File: src/rtl/index_sum_reader_pkg.sv
// Shared definitions for the index-sum reader: FSM state encoding and default widths.
package index_sum_reader_pkg;

   localparam int DEF_SIZE_ADDR = 8;
   localparam int DEF_SIZE_DATA = 16;

   typedef enum logic [1:0] {
      IDLE  = 2'd0,
      RUN   = 2'd1,
      DRAIN = 2'd2,
      DONE  = 2'd3
   } state_e;

endpackage

File: src/rtl/index_sum_reader_if.sv
// Index handshake plus synchronous memory read port of the index-sum reader.
interface index_sum_reader_if #(
   parameter int SIZE_ADDR = 8,
   parameter int SIZE_DATA = 16,
   parameter int SIZE_SUM  = SIZE_DATA + SIZE_ADDR
) ();

   logic                 i_start;
   logic [SIZE_ADDR-1:0] i_num_elems;
   logic                 i_idx_valid;
   logic [SIZE_ADDR-1:0] i_idx;
   logic                 o_rd_en;
   logic [SIZE_ADDR-1:0] o_rd_addr;
   logic [SIZE_DATA-1:0] i_rd_data;
   logic [SIZE_SUM-1:0]  o_sum;
   logic                 o_valid;
   logic                 o_err;
   logic                 o_busy;

   modport slave (
      input  i_start, i_num_elems, i_idx_valid, i_idx, i_rd_data,
      output o_rd_en, o_rd_addr, o_sum, o_valid, o_err, o_busy
   );

   modport master (
      output i_start, i_num_elems, i_idx_valid, i_idx, i_rd_data,
      input  o_rd_en, o_rd_addr, o_sum, o_valid, o_err, o_busy
   );

endinterface

File: src/rtl/index_sum_reader_rd_pipe_stage.sv
// Read-issue pipeline stage: valid bit plus address, flushable; address holds when idle.
module index_sum_reader_rd_pipe_stage #(
   parameter int SIZE_ADDR = 8
) (
   input  logic                 i_clk,
   input  logic                 i_rst_n,
   input  logic                 i_flush,
   input  logic                 i_load,
   input  logic [SIZE_ADDR-1:0] i_addr,
   output logic                 o_valid,
   output logic [SIZE_ADDR-1:0] o_addr
);

   logic                 valid_q, valid_d;
   logic [SIZE_ADDR-1:0] addr_q, addr_d;

   // Next-state: flush wins over load; the address is only replaced by a new read.
   always_comb begin
      valid_d = 1'b0;
      addr_d  = addr_q;
      if (i_flush) begin
         valid_d = 1'b0;
      end else if (i_load) begin
         valid_d = 1'b1;
         addr_d  = i_addr;
      end else begin
         valid_d = 1'b0;
      end
   end

   // Stage registers.
   always_ff @(posedge i_clk or negedge i_rst_n) begin
      if (!i_rst_n) begin
         valid_q <= 1'b0;
         addr_q  <= {SIZE_ADDR{1'b0}};
      end else begin
         valid_q <= valid_d;
         addr_q  <= addr_d;
      end
   end

   assign o_valid = valid_q;
   assign o_addr  = addr_q;

endmodule

File: src/rtl/index_sum_reader.sv
// Accepts ordered element indices, reads one memory word per index and sums them.
module index_sum_reader
   import index_sum_reader_pkg::*;
#(
   parameter int SIZE_ADDR = DEF_SIZE_ADDR,
   parameter int SIZE_DATA = DEF_SIZE_DATA,
   parameter int SIZE_SUM  = SIZE_DATA + SIZE_ADDR
) (
   input logic               i_clk,
   input logic               i_rst_n,
   index_sum_reader_if.slave bus
);

   localparam logic [1:0] S_IDLE  = IDLE;
   localparam logic [1:0] S_RUN   = RUN;
   localparam logic [1:0] S_DRAIN = DRAIN;
   localparam logic [1:0] S_DONE  = DONE;
   localparam logic [SIZE_ADDR-1:0] ADDR_ONE = {{(SIZE_ADDR-1){1'b0}}, 1'b1};

   logic [1:0]           state_q, state_d;
   logic [SIZE_ADDR-1:0] num_q, num_d, exp_q, exp_d, cnt_q, cnt_d;
   logic [SIZE_SUM-1:0]  sum_q, sum_d;
   logic                 err_q, err_d, valid_q, valid_d, busy_q, busy_d, dvld_q, dvld_d;
   logic                 accept_s, rd_en_s;
   logic [SIZE_ADDR-1:0] rd_addr_s;

   assign accept_s = (state_q == S_RUN) && bus.i_idx_valid && !bus.i_start;

   index_sum_reader_rd_pipe_stage #(.SIZE_ADDR(SIZE_ADDR)) u_rd_stage (
      .i_clk   (i_clk),
      .i_rst_n (i_rst_n),
      .i_flush (bus.i_start),
      .i_load  (accept_s),
      .i_addr  (bus.i_idx),
      .o_valid (rd_en_s),
      .o_addr  (rd_addr_s)
   );

   // FSM, ordering check and accumulation. DRAIN exits while the data stage is
   // still full, since its word is summed on the same edge that enters DONE.
   always_comb begin
      state_d = state_q;
      num_d   = num_q;
      exp_d   = exp_q;
      cnt_d   = cnt_q;
      sum_d   = sum_q;
      err_d   = err_q;
      valid_d = 1'b0;
      dvld_d  = rd_en_s;
      if (bus.i_start) begin
         num_d  = bus.i_num_elems;
         exp_d  = {SIZE_ADDR{1'b0}};
         cnt_d  = {SIZE_ADDR{1'b0}};
         sum_d  = {SIZE_SUM{1'b0}};
         err_d  = 1'b0;
         dvld_d = 1'b0;
         if (bus.i_num_elems != {SIZE_ADDR{1'b0}}) begin
            state_d = S_RUN;
         end else begin
            state_d = S_DONE;
            valid_d = 1'b1;
         end
      end else begin
         if (dvld_q) begin
            sum_d = sum_q + {{(SIZE_SUM-SIZE_DATA){1'b0}}, bus.i_rd_data};
         end else begin
            sum_d = sum_q;
         end
         case (state_q)
            S_RUN: begin
               if (bus.i_idx_valid) begin
                  if (bus.i_idx != exp_q) begin
                     err_d = 1'b1;
                  end else begin
                     err_d = err_q;
                  end
                  exp_d = exp_q + ADDR_ONE;
                  cnt_d = cnt_q + ADDR_ONE;
                  if (cnt_d == num_q) begin
                     state_d = S_DRAIN;
                  end else begin
                     state_d = S_RUN;
                  end
               end else begin
                  state_d = S_RUN;
               end
            end
            S_DRAIN: begin
               if (!rd_en_s) begin
                  state_d = S_DONE;
                  valid_d = 1'b1;
               end else begin
                  state_d = S_DRAIN;
               end
            end
            S_IDLE:  state_d = S_IDLE;
            S_DONE:  state_d = S_DONE;
            default: state_d = S_IDLE;
         endcase
      end
      busy_d = (state_d == S_RUN) || (state_d == S_DRAIN);
   end

   // Control and result registers.
   always_ff @(posedge i_clk or negedge i_rst_n) begin
      if (!i_rst_n) begin
         state_q <= S_IDLE;
         num_q   <= {SIZE_ADDR{1'b0}};
         exp_q   <= {SIZE_ADDR{1'b0}};
         cnt_q   <= {SIZE_ADDR{1'b0}};
         sum_q   <= {SIZE_SUM{1'b0}};
         err_q   <= 1'b0;
         valid_q <= 1'b0;
         busy_q  <= 1'b0;
         dvld_q  <= 1'b0;
      end else begin
         state_q <= state_d;
         num_q   <= num_d;
         exp_q   <= exp_d;
         cnt_q   <= cnt_d;
         sum_q   <= sum_d;
         err_q   <= err_d;
         valid_q <= valid_d;
         busy_q  <= busy_d;
         dvld_q  <= dvld_d;
      end
   end

   assign bus.o_rd_en   = rd_en_s;
   assign bus.o_rd_addr = rd_addr_s;
   assign bus.o_sum     = sum_q;
   assign bus.o_valid   = valid_q;
   assign bus.o_err     = err_q;
   assign bus.o_busy    = busy_q;

endmodule

File: src/flat_wrapper.sv
// flat-port wrapper written by rule: the top's interface ports become plain ports
module index_sum_reader_flat import index_sum_reader_pkg::*;
#(
   parameter int SIZE_ADDR = DEF_SIZE_ADDR,
   parameter int SIZE_DATA = DEF_SIZE_DATA,
   parameter int SIZE_SUM  = SIZE_DATA + SIZE_ADDR
)
  (i_clk, i_rst_n, bus_i_start, bus_i_num_elems, bus_i_idx_valid, bus_i_idx, bus_i_rd_data, bus_o_rd_en, bus_o_rd_addr, bus_o_sum, bus_o_valid, bus_o_err, bus_o_busy);
  index_sum_reader_if #(.SIZE_ADDR(SIZE_ADDR), .SIZE_DATA(SIZE_DATA), .SIZE_SUM(SIZE_SUM)) bus_i ();
  input logic i_clk;
  input logic i_rst_n;
  input wire logic [$bits(bus_i.i_start)-1:0] bus_i_start;
  input wire logic [$bits(bus_i.i_num_elems)-1:0] bus_i_num_elems;
  input wire logic [$bits(bus_i.i_idx_valid)-1:0] bus_i_idx_valid;
  input wire logic [$bits(bus_i.i_idx)-1:0] bus_i_idx;
  input wire logic [$bits(bus_i.i_rd_data)-1:0] bus_i_rd_data;
  output wire logic [$bits(bus_i.o_rd_en)-1:0] bus_o_rd_en;
  output wire logic [$bits(bus_i.o_rd_addr)-1:0] bus_o_rd_addr;
  output wire logic [$bits(bus_i.o_sum)-1:0] bus_o_sum;
  output wire logic [$bits(bus_i.o_valid)-1:0] bus_o_valid;
  output wire logic [$bits(bus_i.o_err)-1:0] bus_o_err;
  output wire logic [$bits(bus_i.o_busy)-1:0] bus_o_busy;
  assign bus_i.i_start = bus_i_start;
  assign bus_i.i_num_elems = bus_i_num_elems;
  assign bus_i.i_idx_valid = bus_i_idx_valid;
  assign bus_i.i_idx = bus_i_idx;
  assign bus_i.i_rd_data = bus_i_rd_data;
  assign bus_o_rd_en = bus_i.o_rd_en;
  assign bus_o_rd_addr = bus_i.o_rd_addr;
  assign bus_o_sum = bus_i.o_sum;
  assign bus_o_valid = bus_i.o_valid;
  assign bus_o_err = bus_i.o_err;
  assign bus_o_busy = bus_i.o_busy;
  index_sum_reader #(.SIZE_ADDR(SIZE_ADDR), .SIZE_DATA(SIZE_DATA), .SIZE_SUM(SIZE_SUM)) u_core (.i_clk(i_clk), .i_rst_n(i_rst_n), .bus(bus_i));
endmodule
File: config.mk
export PLATFORM = sky130hd
export DESIGN_NAME = index_sum_reader_flat
export DESIGN_NICKNAME = d
export VERILOG_FILES = /design/src/rtl/index_sum_reader_pkg.sv /design/src/rtl/index_sum_reader_if.sv /design/src/rtl/index_sum_reader_rd_pipe_stage.sv /design/src/rtl/index_sum_reader.sv /design/src/flat_wrapper.sv
export SDC_FILE = /design/constraint.sdc
export NUM_CORES = 1
export LEC_CHECK = 0
export ABC_AREA = 1
export BUFFER_PORTS_ARGS = -buffer_cell sky130_fd_sc_hd__clkbuf_2
export CORE_ASPECT_RATIO = 0.9
export CORE_MARGIN = 5
export CORE_UTILIZATION = 58
export CTS_BUF_LIST = sky130_fd_sc_hd__clkbuf_4
export CTS_CLUSTER_SIZE = 28
export DETAILED_ROUTE_END_ITERATION = 12
export PLACE_DENSITY = 0.83
export SLEW_MARGIN = 25
export SYNTH_ARGS = -nofsm -noshare
export SYNTH_HDL_FRONTEND = slang
export SYNTH_SLANG_ARGS = --single-unit
export TNS_END_PERCENT = 20
File: constraint.sdc
create_clock -name i_clk -period 2.5 [get_ports i_clk]
set_input_delay 0.5 -clock i_clk [delete_from_list [all_inputs] [get_ports i_clk]]
set_output_delay 0.5 -clock i_clk [all_outputs]
set_load 0.01 [all_outputs]
==> results of run 1 <==
[metal layers]
layer	up-vias	wire, um	GRT usage (%)
met5	-	0	0
li1	1899	-	-
met3	32	476	4.24
met1	1798	4180	31.3
met2	126	4720	42.4
met4	0	309	12.4
[per-stage QoR]
step	instance area [um^2]	worst slack, ns
after floorplan	3870	0.447
after CTS	4510	0.0754
after global routing	4510	0.155
final	4510	0.246
after detailed placement	4350	0.0834
after global placement	4350	0.192
[synth_stat cells (all sizes together)]
| master | instances |
|---|---|
| a21oi | 30 |
| ha | 18 |
| nor3b | 1 |
| o2111ai | 2 |
| nand2 | 158 |
| dfrtp | 63 |
| o211ai | 1 |
| or2 | 2 |
| nand3 | 42 |
| nor3 | 5 |
| a22o | 2 |
| o22ai | 5 |
| clkinv | 1 |
| xor2 | 7 |
| clkbuf | 9 |
| o41ai | 1 |
| o32ai | 1 |
| buf | 1 |
| a21o | 1 |
| nor2 | 51 |
| nand4 | 7 |
| o21ai | 48 |
| fa | 1 |
| xnor2 | 9 |
| a31oi | 3 |
| nor4 | 2 |
| inv | 59 |
[final cells by class]
class                   instances  area [um^2]
clock inverters                 7         96.3
flip-flops and latches         63         1580
fillers                       568         2040
well taps                      90          113
repair buffers                 76          405
inverters                      60          225
multi-input cells             397         2030
clock buffers                   9         67.6
[worst paths after layout]
kind	start	to	slack, ns	cells past startpoint
max	u_core.bus.o_sum[0]	u_core.bus.o_sum[12]	0.25	11
max in group asynchronous	i_rst_n	u_core.bus.o_sum[3]	1.78	2
max reg2reg	u_core.bus.o_sum[0]	u_core.bus.o_sum[12]	0.25	11
min in group i_clk	bus_i_num_elems[0]	u_core.num_q[0]	0.30	3
min	i_rst_n	u_core.bus.o_sum[8]	0.07	1
min reg2reg	u_core.u_rd_stage.o_addr[5]	u_core.u_rd_stage.o_addr[5]	0.49	2
[registers in the layout (all words and copies together), names as in the netlist]
register / flops
u_core.bus.o_err: 1
u_core.bus.o_busy: 1
u_core.cnt_q: 8
u_core.dvld_q: 1
u_core.u_rd_stage.o_valid: 1
u_core.exp_q: 8
u_core.bus.o_valid: 1
u_core.bus.o_sum: 24
u_core.u_rd_stage.o_addr: 8
u_core.num_q: 8
u_core.state_q: 2
[cells by family (layout without fill, tap and decap cells)]
logic type / count (synthesis) / count (layout)
flip-flops: 63 / 63
adder cells (fa/ha/maj): 19 / 19
AO/OA/AOI/OAI: 94 / 94
AND/OR/NAND/NOR: 268 / 268
XOR/XNOR: 16 / 16
buffers and inverters: 70 / 152
[power groups by stage]
stage               logic (uW)  registers (uW)  clock network [uW]
floorplan                  235            1140                   0
global route               458            1130                 879
finish                     401            1120                 815
CTS                        402            1120                 825
global placement           388            1130                   0
detailed placement         399            1140                   0
[critical path: stages (launching register included)]
cell,delay (ns)
dfrtp_1,0.42
ha_1,0.26
fa_1,0.45
nand3_1,0.10
nand3_1,0.09
nand2_1,0.11
o21ai_2,0.11
a21oi_2,0.25
o21ai_1,0.11
nand2_1,0.07
nand2_1,0.04
o21ai_0,0.17
[timing repair]
| item | CTS | global route |
|---|---|---|
| setup endpoints to repair | 0 | 8 |
| gates resized for setup | 0 | 1 |
| setup buffers | 0 | 0 |
==> qor.txt, run 1 <==
die width - 96.1 um
largest net degree at the start of global routing - 43
most frequent cells in the layout - nand2_1 (157), clkbuf_2 (71), dfrtp_1 (63)
depth of the CTS H-tree - 3
Synth cell types - 33
Fin Hold WS - 0.0729 ns
Synth Area in Compound Gates - 13.8%
Final Cycle Share - 90.2%
Placed Cells incl. Taps - 686
CTS clk-pin slew, worst paths - 0.12 ns
clk_lat worst skew - 0.41 ns
Routed Wire Length - 9.68 mm
Placer Congestion - 0.920
Comb power frac - 17.2%
post-synthesis adder-cell area fraction - 6.33%
clock power share - 34.9%
dominant cells by area after synthesis - dfrtp_1 (41%), nand2_1 (15%), ha_1 (5.8%), inv_1 (5.7%), nand3_1 (5.4%)
I/O Buffers - 71
RSZ-0062 raised after global routing - false
First DRT Iteration DRCs - 266
Critical Path End Type - flip-flop
worst slew pin tran - 0.616 ns
min Tclk post-route - 2.25 ns
worst path arrival time - 2.58 ns
VDD IR max - 0.436 mV
Synth Warn # - 0
min-delay worst type - input pin to async pin
die area - 0.00841 mm^2
Vias/cell - 5.49
post-layout util - 68.9%
top cell type by total area after synthesis - dfrtp_1
initial antenna violation count - 0
Pre-Repair DR Iteration Count - 5
maximum clock path buffer count - 2
Fin. Hold Viols - 0
Nets - 662
Power, Total - 2330 uW
hold_buf cts - 0
Synth Area in XOR/XNOR - 3.62%
Synth Register Bits - 63
# IOs - 72
Switching Fraction - 30.3%
critical setup path kind - flip-flop to flip-flop
run status - completed
Syn Inst Count - 530
Area growth syn-to-layout - 16.6%
first-pass GRT wire length - 16.9 mm
Synth Cell Area - 0.00387 mm^2
Final Non-Filler Cells - 702
Seq/Total Area, Yosys - 40.7%
routed vias - 3855
total core area - 0.00655 mm^2
DRC - 0
final setup fails - 0
Reg power frac - 47.9%
TritonCTS buffer count - 9
Starting Density - 59.1%
multiplexer area fraction after synthesis - 0%
Avg WL per Cell - 13.8 um
Max-Cap Viols - 0
Antenna Violating Nets Remaining - 0
Worst Skew - 0.0223 ns
CTS tree - done
Pwr Density - 517 mW/mm^2
setup_tns - 0 ns
row cnt - 28
syn_nets - 585
Rel. slew slack - 58.9%
most common cell after layout, fill and taps aside - nand2_1
mean area per synthesized cell - 7.30 um^2
clock root buffer - clkbuf_4
Post-Synth Simple-Gate Area - 28.6%
maximum fanout along the worst path - 4
top cell type's share of synthesized area - 40.7%
Slew Limit Fails - 0
layout cells sized above 1 - 17.3%
Congestion Overflow GR - 0
vias in the first global route - 3843
CTS Sinks - 63
largest family of logic cells by synthesized area - simple AND/OR/NAND/NOR gates
antenna cells - 0
DP Wirelength - 7.40 mm
Critical Path RT - 2.83 ns
internal power - 1630 uW
critical path launch point type - flip-flop
die height - 87.5 um
LEAKAGE - 0.00233 uW
NetSw - 707 uW
GRT Total Usage - 25.2%
FMAX - 0.444 GHz
No activity file was read; power rests on OpenSTA's default activity.
==> inputs of run 2 (changes only) <==
Settings changed: ABC_AREA 1 to unset.
==> run 2 against run 1 <==
Hold slack improved by 0.16 ns. Clock power rose by 1%. Clock skew fell by 0.0035 ns. Largest power group unchanged. Worst setup slack got worse by 0.11 ns. Maximum frequency fell by 4.6%. Area after synthesis rose by 3.0%. Final cell count fell by 17%. Flip-flop and latch count did not move. Non-clock buffer count rose by 12. Register-to-register slack got worse by 0.11 ns. Core utilization rose by 1.1 points. Design area rose by 2.7%.
==> qor.txt, run 2 <==
FILL cells - 507 (-11%)
Async SR Flop Fraction - 100% (unchanged)
die width - 97.4 um (+1.4%)
Avg WL per Cell - 16.6 um (+21%)
setup_tns - 0 ns (unchanged)
max reg flops - 24 (unchanged)
Slew Limit Fails - 0 (unchanged)
critical path launch point type - flip-flop
CTS tree - done
run status - completed
min-delay worst type - input pin to async pin
final setup fails - 0 (unchanged)
# IOs - 72 (unchanged)
largest family of logic cells by synthesized area - simple AND/OR/NAND/NOR gates
total core area - 0.00662 mm^2 (+1.1%)
clock root buffer - clkbuf_4
Synth Cell Area - 0.00399 mm^2 (+3.0%)
FMAX - 0.423 GHz (-4.6%)
VDD IR max - 0.434 mV (-0.53%)
most common cell after layout, fill and taps aside - clkbuf_2
Pwr Density - 513 mW/mm^2 (-0.73%)
Global Route met2 Usage - 42.3% (-0.068 points)
RSZ-0062 raised after global routing - false
Synth Register Bits - 63 (unchanged)
die height - 88.7 um (+1.3%)
dominant cells by area after synthesis - dfrtp_1 (40%), ha_1 (5.6%), xor2_1 (4.6%), mux2_2 (4.5%), nor2_1 (4.2%)
Fin. Hold Viols - 0 (unchanged)
multiplexer area fraction after synthesis - 7.65% (+7.7 points)
met1 usage - 28.6% (-2.7 points)
Rel. slew slack - 47.4% (-12 points)
depth of the CTS H-tree - 3 (unchanged)
hold_buf cts - 0 (unchanged)
Fin Hold WS - 0.234 ns (+0.161 ns)
critical setup path kind - flip-flop to flip-flop
layout cells sized above 1 - 27.2% (+9.9 points)
DP Worst Slack - -0.0515 ns (-0.135 ns)
Routed Wire Length - 9.75 mm (+0.74%)
top cell type by total area after synthesis - dfrtp_1
Most Used Layer, Global Route - met2
maximum clock path buffer count - 2 (unchanged)
Vias/cell - 6.01 (+9.4%)
TritonCTS buffer count - 9 (unchanged)
LEAKAGE - 0.00225 uW (-3.6%)
Synth Area in XOR/XNOR - 7.25% (+3.6 points)
row cnt - 28 (unchanged)
Synth Warn # - 0 (unchanged)
mean area per synthesized cell - 9.73 um^2 (+33%)
Synth Area in Compound Gates - 16.1% (+2.3 points)
Congestion Overflow GR - 0 (unchanged)
Syn Inst Count - 410 (-23%)
Final Cycle Share - 94.5% (+4.4 points)
syn_nets - 465 (-21%)
I/O Buffers - 71 (unchanged)
die area - 0.00864 mm^2 (+2.7%)
first-pass GRT wire length - 16.5 mm (-2.5%)
antenna cells - 0 (unchanged)
Seq/Total Area, Yosys - 39.5% (-1.2 points)
Critical Path RT - 2.80 ns (-0.03 ns)
worst slew pin tran - 0.789 ns (+0.173 ns)
Starting Density - 60.2% (+1.2 points)
routing usage on met3 - 6.46% (+2.2 points)
Nets - 546 (-18%)
Worst Skew - 0.0188 ns (-0.00353 ns)
CTS Sinks - 63 (unchanged)
routed vias - 3520 (-8.7%)
clk_lat worst skew - 0.41 ns (about the same)
Post-synth EDFFs - 0 (unchanged)
DRC - 0 (unchanged)
GRT Total Usage - 23.5% (-1.7 points)
top cells by count, synth - dfrtp_1 (63), nor2_1 (45), nand2_1 (31), a21oi_1 (28), xor2_1 (21)
Synth cell types - 67 (+100%)
DP Wirelength - 7.07 mm (-4.4%)
fin worst setup slack - 0.137 ns (-0.109 ns)
worst path arrival time - 2.66 ns (+0.08 ns)
most frequent cells in the layout - clkbuf_2 (71), dfrtp_1 (63), nor2_1 (45)
First DRT Iteration DRCs - 217 (-18%)
CTS clk-pin slew, worst paths - 0.12 ns (about the same)
maximum fanout along the worst path - 3 (-1)
Max-Cap Viols - 0 (unchanged)
Placer Congestion - 0.912 (-0.85%)
post-synthesis adder-cell area fraction - 6.15% (-0.19 points)
Area growth syn-to-layout - 16.3%
vias in the first global route - 3539 (-7.9%)
initial antenna violation count - 0 (unchanged)
Pre-Repair DR Iteration Count - 5 (unchanged)
Antenna Violating Nets Remaining - 0 (unchanged)
largest net degree at the start of global routing - 64 (+49%)
most numerous cell in the Yosys netlist - dfrtp_1
top cell type's share of synthesized area - 39.5% (-1.2 points)
min Tclk post-route - 2.36 ns (+0.109 ns)
Critical Path End Type - flip-flop
Post-Synth Simple-Gate Area - 19.3% (-9.3 points)
predominant post-synthesis flop cell - dfrtp_1
==> run 2: cell types whose count changed in the layout (fill, tap and decap cells not counted), moves of 7 or more <==
cell     change
nor2b_1      +7
nand4_1      +9
mux2_2      +16
mux2i_1      +8
nand3_1     -31
o21ai_0     -31
xor2_1      +14
inv_1       -52
a21o_1       +9
nand2_1    -126
buf_4       +12
and3_1       +7
==> run 2: area by class of cell <==
type                    instances  area [um^2]  area share [%]
well taps                      90          113            2.43
inverters                       8         30.0           0.647
clock buffers                   9         67.6            1.46
clock inverters                 7          104            2.24
flip-flops and latches         63         1580            34.0
multi-input cells             321         2250            48.6
repair buffers                 88          495            10.7
==> run 2: worst paths after layout <==
| path | to | cells after the start | startpoint | slack, ns |
|---|---|---|---|---|
| worst max-delay path | u_core.bus.o_sum[22] | 8 | u_core.bus.o_sum[0] | 0.14 |
| worst min-delay path | u_core.bus.o_sum[4] | 2 | i_rst_n | 0.23 |
| worst max register to register | u_core.bus.o_sum[22] | 8 | u_core.bus.o_sum[0] | 0.14 |
| worst min register to register | u_core.bus.o_err | 2 | u_core.bus.o_err | 0.52 |
| max in group asynchronous | u_core.cnt_q[4] | 2 | i_rst_n | 1.73 |
| min in group i_clk | u_core.num_q[5] | 2 | bus_i_num_elems[5] | 0.34 |
==> run 2: repair_timing <==
item	CTS	global route
buffers inserted	0	0
gates resized for setup	0	1
endpoints found under the setup margin	0	1
==> run 2: critical path, cell delays in order, from the launching register on <==
cell and delay [ns]:
dfrtp_1 0.41, ha_1 0.24, fa_1 0.42, a21oi_1 0.19
o21ai_1 0.17, o21ai_2 0.24, a31oi_4 0.13, nand4_1 0.13
mux2_1 0.33
==> run 2: routing by layer <==
metal	up-vias	routed length (um)	share of wire [%]
met5	-	0	0
met2	158	4970	51
met1	1691	3840	39
met3	12	853	8.7
met4	0	87	0.89
li1	1659	-	-
==> run 2: stage by stage <==
step	std cells	total power (uW)	utilization [%]	cell area (um^2)
final	586	2380	70.0	4640
after global routing	586	2510	70.0	4640
after detailed placement	570	1570	67.5	4470
after global placement	570	1550	67.5	4470
after floorplan	410	1410	-	3990
after CTS	586	2400	70.0	4640
==> run 2: report_power, final <==
| part | switching (uW) | internal (uW) | leakage [uW] |
|---|---|---|---|
| combinational | 243 | 190 | 0.00134 |
| clock | 409 | 417 | 0.0000911 |
| sequential | 48.5 | 1070 | 0.000824 |
==> run 2: logic make-up after synthesis <==
group,Yosys count
flip-flops,63
adder cells (fa/ha/maj),19
AND/OR/NAND/NOR,152
multiplexers,28
buffers and inverters,26
AO/OA/AOI/OAI,89
XOR/XNOR,33
